**config.mk**
```make
export PLATFORM = sky130hd
export DESIGN_NAME = rca_limb_sequencer
export DESIGN_NICKNAME = d
export VERILOG_FILES = /design/src/rtl/rca_limb_sequencer.sv
export SDC_FILE = /design/constraint.sdc
export NUM_CORES = 1
export LEC_CHECK = 0
export ABC_AREA = 1
export CAP_MARGIN = 20
export CORE_MARGIN = 4
export CORE_UTILIZATION = 47
export DETAILED_ROUTE_END_ITERATION = 12
export PLACE_DENSITY_LB_ADDON = 0.25
export SYNTH_ARGS = -nofsm -noshare
export SYNTH_HDL_FRONTEND = slang
export SYNTH_HIERARCHICAL = 1
export SYNTH_SLANG_ARGS = --single-unit
```
**constraint.sdc**
```tcl
create_clock -name clk -period 1.9 [get_ports clk]
set_input_delay 0.38 -clock clk [delete_from_list [all_inputs] [get_ports clk]]
set_output_delay 0.38 -clock clk [all_outputs]
set_load 0.05 [all_outputs]
```
**src/rtl/rca_limb_sequencer.sv**
```systemverilog
// Multi-cycle wide adder: streams N-bit limb pairs through one N-bit ripple-carry stage.
// Optional signed-overflow output out_ovf is enabled by defining RCA_LIMB_OVF_EN.

module limb_rca #(
    parameter int N = 4
) (
    input  logic [N-1:0] a,
    input  logic [N-1:0] b,
    input  logic         cin,
    output logic [N-1:0] sum,
    output logic         cout
);
    logic [N:0] carry;

    assign carry[0] = cin;

    genvar gi;
    generate
        for (gi = 0; gi < N; gi++) begin : g_fa
            assign sum[gi]     = a[gi] ^ b[gi] ^ carry[gi];
            assign carry[gi+1] = (a[gi] & b[gi]) | (carry[gi] & (a[gi] ^ b[gi]));
        end
    endgenerate

    assign cout = carry[N];
endmodule

module rca_limb_sequencer #(
    parameter int N     = 4,
    parameter int LIMBS = 4
) (
    input  logic               clk,
    input  logic               rst,
    input  logic               in_valid,
    output logic               in_ready,
    input  logic [N*LIMBS-1:0] in_a,
    input  logic [N*LIMBS-1:0] in_b,
    input  logic               in_cin,
    output logic               out_valid,
    input  logic               out_ready,
    output logic [N*LIMBS-1:0] out_sum,
    output logic               out_cout,
`ifdef RCA_LIMB_OVF_EN
    output logic               out_ovf,
`endif
    output logic               busy
);
    localparam int W    = N * LIMBS;
    localparam int IDXW = (LIMBS > 1) ? $clog2(LIMBS) : 1;

    typedef enum logic [1:0] {IDLE, RUN, DONE} state_t;

    state_t            state_reg, state_next;
    logic [W-1:0]      a_sh_reg, b_sh_reg, sum_sh_reg, out_sum_reg;
    logic              carry_reg, out_cout_reg, out_valid_reg;
    logic [IDXW-1:0]   idx_reg;
    logic [N-1:0]      limb_sum;
    logic              limb_cout;
    logic [W-1:0]      sum_shifted;
    logic              last_limb;
`ifdef RCA_LIMB_OVF_EN
    logic              out_ovf_reg;
`endif

    limb_rca #(.N(N)) u_rca (
        .a    (a_sh_reg[N-1:0]),
        .b    (b_sh_reg[N-1:0]),
        .cin  (carry_reg),
        .sum  (limb_sum),
        .cout (limb_cout)
    );

    // Each new limb enters at the top, so after LIMBS shifts limb 0 sits at bit 0.
    generate
        if (LIMBS == 1) begin : g_single
            assign sum_shifted = limb_sum;
        end else begin : g_multi
            assign sum_shifted = {limb_sum, sum_sh_reg[W-1:N]};
        end
    endgenerate

    assign last_limb = (idx_reg == IDXW'(LIMBS - 1));

    always_comb begin
        state_next = state_reg;
        case (state_reg)
            IDLE:    if (in_valid) state_next = RUN;
            RUN:     if (last_limb) state_next = DONE;
            DONE:    if (out_ready) state_next = IDLE;
            default: state_next = IDLE;
        endcase
    end

    always_ff @(posedge clk) begin
        if (rst) begin
            state_reg     <= IDLE;
            a_sh_reg      <= '0;
            b_sh_reg      <= '0;
            sum_sh_reg    <= '0;
            out_sum_reg   <= '0;
            carry_reg     <= 1'b0;
            out_cout_reg  <= 1'b0;
            out_valid_reg <= 1'b0;
            idx_reg       <= '0;
`ifdef RCA_LIMB_OVF_EN
            out_ovf_reg   <= 1'b0;
`endif
        end else begin
            state_reg <= state_next;
            case (state_reg)
                IDLE: begin
                    if (in_valid) begin
                        a_sh_reg  <= in_a;
                        b_sh_reg  <= in_b;
                        carry_reg <= in_cin;
                        idx_reg   <= '0;
                    end
                end
                RUN: begin
                    sum_sh_reg <= sum_shifted;
                    carry_reg  <= limb_cout;
                    a_sh_reg   <= a_sh_reg >> N;
                    b_sh_reg   <= b_sh_reg >> N;
                    idx_reg    <= idx_reg + IDXW'(1);
                    if (last_limb) begin
                        out_sum_reg   <= sum_shifted;
                        out_cout_reg  <= limb_cout;
                        out_valid_reg <= 1'b1;
`ifdef RCA_LIMB_OVF_EN
                        // The low limb of the shifters now holds the operands' top limb.
                        out_ovf_reg   <= (a_sh_reg[N-1] == b_sh_reg[N-1]) &&
                                         (limb_sum[N-1] != a_sh_reg[N-1]);
`endif
                    end
                end
                DONE: begin
                    if (out_ready) out_valid_reg <= 1'b0;
                end
                default: ;
            endcase
        end
    end

    assign in_ready  = (state_reg == IDLE);
    assign busy      = (state_reg != IDLE);
    assign out_valid = out_valid_reg;
    assign out_sum   = out_sum_reg;
    assign out_cout  = out_cout_reg;
`ifdef RCA_LIMB_OVF_EN
    assign out_ovf   = out_ovf_reg;
`endif
endmodule

```
==> results.toml, run 1 <==
[status]
status = "complete, but fails checks"
violations = "negative setup slack"

[timing]
max_slew.worst_pin.slew_ns = 0.501
rsz0062_at_grt = "yes"
period_needed_ns = 2.07
fmax_ghz = 0.484
slew_headroom_pct = 66.5
fin_crit_sh_pct = 109
setup_viol = 3
tns_ns = -0.368
setup_ws_ns = -0.168
fin_skew_ns = 0.00651
finalMaxSlewViolations = 0
finalHoldViolations = 0

[synth]
synthFlopType = "dfxtp_1"
syn_avg_cell_area_um2 = 6.42
ys_ff_latch = 67
synth_edf_count = 0
synth_warnings = 6
yosysTopAreaCell = "dfxtp_1"
ys_async_sr_fraction_pct = 0
synth_area_um2 = 3130
synth_top_area_share_pct = 42.8
yosys-top-cells-count = "150 x nand2_1, 89 x inv_1, 87 x nor2_1"
synth_cells = 488
syn_nets = 530
yosysMostFrequentCell = "nand2_1"
yosys-top-cells-area = "dfxtp_1 43%, nand2_1 18%, inv_1 11%, nor2_1 10%, a21oi_1 5.6%"
synth_cell_type_count = 20
synth-seq-area-share_pct = 42.8

[critical_path]
crit_required_ns = 2.18
arrival_ns = 2.34
critPathMaxFanout = 2
critPathKind = "register to register"
start_kind = "register"
cp_slowest_cell = "fa_2"
cpPeakStageDelay_ns = 0.42
crit_chain = "fa_2, inv_2, fa_2, inv_2, fa_2, inv_2, fa_2, inv_2, o21ai_1, nor2_1"
cp-end-kind = "register"

[clocking]
numClockSinks = 67
numCtsBuffers = 9
ctsRootBufferMaster = "clkbuf_8"
clkLatencyLatePin_ns = 0.33
h-tree-depth = 3
cts_tree = "yes"
path_clk_slew_ns = 0.07
clockBufferDepth = 2

[job]
drv_cap = 0

[placement]
dp_hpwl_mm = 4.25
io_buffers = 56
globalplace.congestion = 0.765
place_inst = 607

[floorplanning]
num_rows = 29
initial_core_util_pct = 48.8
die-area_um2 = 8030
die_y_um = 89.6
io_pins = 57
die_w_um = 89.6
core_um2 = 6420

[global_route]
grt_usage_pct = 16.7
grt_pass1_wl_mm = 10.5
overflow = 0
grt_pass1_vias = 2582
antenna_found_initial = 0
grt_max_degree = 55

[routing]
drt_first_pass_iters = 4
wl_per_cell_um = 9.97
drtAntennaViolNets = 0
dr_total_vias = 2800
wl_mm = 6.22
vias_per_cell = 4.49
drc = 0
drtIter0Drc = 84

[pwr]
power.total_mw = 3.22
ir_drop_uv = 405
power_density_nw_per_um2 = 805
p_leak_nw = 2.05

[layout]
nets = 585
layout-drive-gt1-share_pct = 10.4
layout.cells.non_filler = 624
fin_util_pct = 62.3
fillers = 650
area_growth_pct = 27.8
diodes = 0

[worst_hold_path]
hold_path_class = "register to register"
timing repair:
action	in CTS	in global routing
resized for setup	2	7
endpoints found under the setup margin	4	6
pin swaps	3	7
hold buffers	0	0
setup buffers	1	1
final timing paths:
kind	startpoint	end	slack [ns]	cells past startpoint
hold / removal	a_sh_reg[14]	a_sh_reg[14]	0.46	2
hold reg to reg	a_sh_reg[14]	a_sh_reg[14]	0.46	2
setup / recovery	carry_reg	sum_sh_reg[15]	-0.17	10
setup reg to reg	carry_reg	sum_sh_reg[15]	-0.17	10
layer usage:
metal / GRT usage [%] / share of wire [%] / up-vias
li1: - / - / 1526
met1: 18.9 / 47 / 1212
met2: 30.3 / 48 / 50
met3: 3.10 / 3.6 / 12
met4: 7.31 / 1.7 / 0
met5: 0 / 0 / -
logic make-up (layout without fill, tap and decap cells):
kind of cell	after synthesis	in the layout	share of synthesized area (%)
flip-flops	67	67	42.8
buffers and inverters	116	175	15.1
adder cells (fa/ha/maj)	5	5	2.96
AND/OR/NAND/NOR	250	250	31.0
AO/OA/AOI/OAI	50	50	8.11
worst max-delay path, delay by kind of cell, from the launching register on:
kind | cells | cell delay (ns)
AOI/OAI and AO/OA | 1 | 0.06
and+or+nand+nor | 1 | 0.08
adders and majority gates | 4 | 1.32
buffers and inverters | 4 | 0.22
DFF | 1 | 0.33
cells in the final DEF, fill, tap and decap left out, drive strengths merged, types with 4 or more instances in the layout:
master         Yosys  routed
nand2            151     151
inv               91      91
a21oi             35      35
clkdlybuf4s50      0      41
dfxtp             67      67
buf               16      25
fa                 4       4
nand3              9       9
clkbuf             8      13
nor2              89      89
o21ai             15      15
cell type report:
| class | instances | area [um2] | share of cell area, % |
|---|---|---|---|
| sequential | 67 | 1350 | 33.6 |
| multi-input combinational | 305 | 1340 | 33.4 |
| timing repair buffer | 68 | 686 | 17.1 |
| inverter | 92 | 345 | 8.63 |
| clock buffer | 13 | 159 | 3.97 |
| tap | 77 | 96.3 | 2.41 |
| clock inverter | 2 | 35.0 | 0.876 |
power breakdown:
part           leakage (nW)  switching (mW)  total, mW  internal, mW
Clock                0.0995           0.501       1.17         0.670
Combinational          1.39           0.278      0.514         0.235
Sequential            0.551          0.0448       1.54          1.49
metrics by stage:
step | worst slack [ns] | hold slack, ns | area (um2)
after floorplan | -0.0985 | 0.434 | 3140
after global placement | -0.147 | 0.448 | 3780
after detailed placement | -0.167 | 0.452 | 3780
after CTS | -0.159 | 0.463 | 3990
after global routing | -0.262 | 0.487 | 4000
final | -0.168 | 0.461 | 4000
Power figures use the tool's default switching activity.
==> inputs of run 2 (changes only) <==
--- a/config.mk
+++ b/config.mk
@@ -13,5 +13,4 @@
 export PLACE_DENSITY_LB_ADDON = 0.25
 export SYNTH_ARGS = -nofsm -noshare
 export SYNTH_HDL_FRONTEND = slang
-export SYNTH_HIERARCHICAL = 1
 export SYNTH_SLANG_ARGS = --single-unit
==> constraint.sdc (replaced) <==
create_clock -name clk -period 1.9 [get_ports clk]
set_input_delay 0.38 -clock clk [delete_from_list [all_inputs] [get_ports clk]]
set_output_delay 0.38 -clock clk [all_outputs]
set_load 0.02 [all_outputs]
==> run 2 against run 1 <==
Against the previous run:
- the flow still finishes with violations (negative setup slack)
- sequential power hardly changed
- global-route usage is 0.16 points higher
- synthesized cell count is 0.82% lower
- largest power group unchanged
- final area is 0.75% lower
- register-to-register slack worse by 0.03 ns
- maximum frequency is 1.6% lower
- cell count is 0.80% lower
- first-iteration DRC count is 48% higher
- clock-buffer cell count is 3 lower
- worst hold slack better by 0.0015 ns
==> results.toml, run 2 <==
[layout]
layout-drive-gt1-share_pct = 7.93
nets = 579
fillers = 594
layout.cells.non_filler = 619
final_cell_mix = "158 x nand2_1, 86 x inv_1, 70 x nor2_1"
area_growth_pct = 26.7
layout_commonest_cell = "nand2_1"
diodes = 0
fin_util_pct = 61.8

[worst_hold_path]
hold_path_end = "b_sh_reg[15]"
min_path_cells = 2
holdCritStartpoint = "b_sh_reg[15]"
hold_path_class = "register to register"

[routing]
wl_per_cell_um = 10.1
vias_per_cell = 4.46
drt_first_pass_iters = 4
wl_mm = 6.24
dr_total_vias = 2762
drtAntennaViolNets = 0
drc = 0
drtIter0Drc = 124

[clocking]
path_clk_slew_ns = 0.07
cts_hold_buf = 0
numCtsBuffers = 9
clockBufferDepth = 2
ctsRootBufferMaster = "clkbuf_8"
cts_tree = "yes"
clkLatencyLatePin_ns = 0.33
numClockSinks = 67
h-tree-depth = 3

[critical_path]
cp_slowest_cell = "fa_1"
critPathMaxFanout = 2
start_kind = "register"
r2r_setup_slack_ns = -0.20
cpPeakStageDelay_ns = 0.40
r2r-start = "b_sh_reg[0]"
crit_required_ns = 2.17
cp_num_buf_inv = 3
path_delay_family = "adder cells"
critPathKind = "register to register"
cp-end-kind = "register"
arrival_ns = 2.37
crit_chain = "fa_2, inv_2, fa_2, inv_2, fa_2, inv_2, fa_1, nand2_1, nand2_1, nor2_1"
reg2regPathDepth = 10
r2r_end = "out_sum[15]"

[placement]
place_inst = 603
post-place-ws_ns = -0.155
io_buffers = 56
globalplace.congestion = 0.753
dp_hpwl_mm = 4.23

[synth]
synth-seq-area-share_pct = 42.8
ys_async_sr_fraction_pct = 0
synth_area_um2 = 3140
synth_top_area_share_pct = 42.8
synthFlopType = "dfxtp_1"
yosysMostFrequentCell = "nand2_1"
syn_avg_cell_area_um2 = 6.48
synth_warnings = 0
synth_cells = 484
yosys-top-cells-area = "dfxtp_1 43%, nand2_1 19%, inv_1 11%, nor2_1 8.4%, a21oi_1 6.5%"
ys_ff_latch = 67
yosys-top-cells-count = "158 x nand2_1, 89 x inv_1, 70 x nor2_1"
synth_cell_type_count = 19
yosysTopAreaCell = "dfxtp_1"
syn_nets = 526
synth_edf_count = 0

[timing]
slew_headroom_pct = 60.3
finalHoldViolations = 0
fin_skew_ns = 0.00420
setup_ws_ns = -0.201
finalMaxSlewViolations = 0
fin_crit_sh_pct = 111
max_slew.worst_pin.slew_ns = 0.593
rsz0062_at_grt = "yes"
period_needed_ns = 2.10
fmax_ghz = 0.476
setup_viol = 3

[global_route]
overflow = 0
grt_usage_pct = 16.8
antenna_found_initial = 0
grt_pass1_wl_mm = 10.6
grt_max_degree = 51
grt_pass1_vias = 2545

[floorplanning]
die-area_um2 = 8040
num_rows = 29
die_w_um = 89.7
core_um2 = 6420
io_pins = 57
initial_core_util_pct = 48.8
die_y_um = 89.7

[job]
drv_cap = 0

[pwr]
p_seq_share_pct = 47.4
power_density_nw_per_um2 = 817
clkPwrFrac_pct = 36.4
swShare_pct = 26.9
ir_drop_uv = 445
power.total_mw = 3.25
p_leak_nw = 1.91
p_comb_share_pct = 16.2
p_int_mw = 2.37
switchingPower_uw = 872

[status]
violations = "negative setup slack"
status = "complete, but fails checks"
run 2: changes by cell type after synthesis, sizes merged, moves of 3 or more:
| cell | previous run | this run |
|---|---|---|
| nor2 | 89 | 71 |
| nand2 | 151 | 160 |
| a21oi | 35 | 41 |
| buf | 16 | 21 |
| clkbuf | 8 | 4 |
| o21ai | 15 | 12 |
run 2: worst max path at each step:
stage / startpoint / end / slack [ns] / cells past startpoint
6_report: b_sh_reg[0] / out_sum[15] / -0.20 / 10
5_1_grt: b_sh_reg[0] / out_sum[15] / -0.28 / 10
4_1_cts: carry_reg / out_sum[15] / -0.21 / 10
3_5_place_dp: carry_reg / out_sum[15] / -0.15 / 10
3_3_place_gp: carry_reg / out_sum[15] / -0.12 / 10
2_1_floorplan: carry_reg / out_sum[15] / -0.08 / 10
run 2: cell type report:
type / instances / area (um2) / area share, %
inverters: 91 / 342 / 8.60
well taps: 77 / 96.3 / 2.43
clock inverters: 6 / 65.1 / 1.64
flip-flops and latches: 67 / 1350 / 33.9
repair buffers: 67 / 666 / 16.8
multi-input cells: 301 / 1320 / 33.2
clock buffers: 10 / 138 / 3.47
run 2: power groups by stage:
stage	Sequential, mW	Combinational (mW)	Clock [mW]
6_report	1.54	0.525	1.18
5_1_grt	1.55	0.601	1.27
4_1_cts	1.54	0.528	1.22
3_5_place_dp	1.57	0.528	0
3_3_place_gp	1.57	0.519	0
2_1_floorplan	1.56	0.364	0
run 2: stage by stage:
stage / area [um2] / hold slack, ns / setup TNS, ns
after floorplan: 3140 / 0.439 / -0.154
after global placement: 3770 / 0.449 / -0.265
after detailed placement: 3770 / 0.452 / -0.366
after CTS: 3970 / 0.464 / -0.452
after global routing: 3970 / 0.481 / -0.794
final: 3970 / 0.462 / -0.413
run 2: worst min-delay path, delay by kind of cell (launching register included):
family | cells | cell delay [ns]
AND/OR/NAND/NOR | 1 | 0.06
flip-flops | 1 | 0.31
AO/OA/AOI/OAI | 1 | 0.05
run 2: routing by layer:
metal	vias to the layer above	GRT usage [%]	share of wire (%)
met4	0	8.12	1.7
met5	-	0	0
met2	49	29.7	48
li1	1517	-	-
met3	7	2.74	3.7
met1	1189	19.7	47
run 2: repair_timing:
action	CTS	global route
setup buffers	0	0
endpoints found under the setup margin	5	4
pin swaps	0	3
resized for setup	2	3
run 2: cell families (layout without fill, tap and decap cells):
group | Yosys count | after routing | share of synthesized area [%]
buf+inv | 116 | 174 | 15.4
fa+ha+maj | 5 | 5 | 2.95
flops | 67 | 67 | 42.8
compound gates | 53 | 53 | 8.82
simple gates | 243 | 243 | 30.1
==> inputs of run 3 (changes only) <==
--- a/config.mk
+++ b/config.mk
@@ -10,6 +10,7 @@
 export CORE_MARGIN = 4
 export CORE_UTILIZATION = 47
 export DETAILED_ROUTE_END_ITERATION = 12
+export HOLD_SLACK_MARGIN = 0.08
 export PLACE_DENSITY_LB_ADDON = 0.25
 export SYNTH_ARGS = -nofsm -noshare
 export SYNTH_HDL_FRONTEND = slang
==> results of run 3 <==
Same layout as run 2: the final DEF is identical, and so are final timing and power.
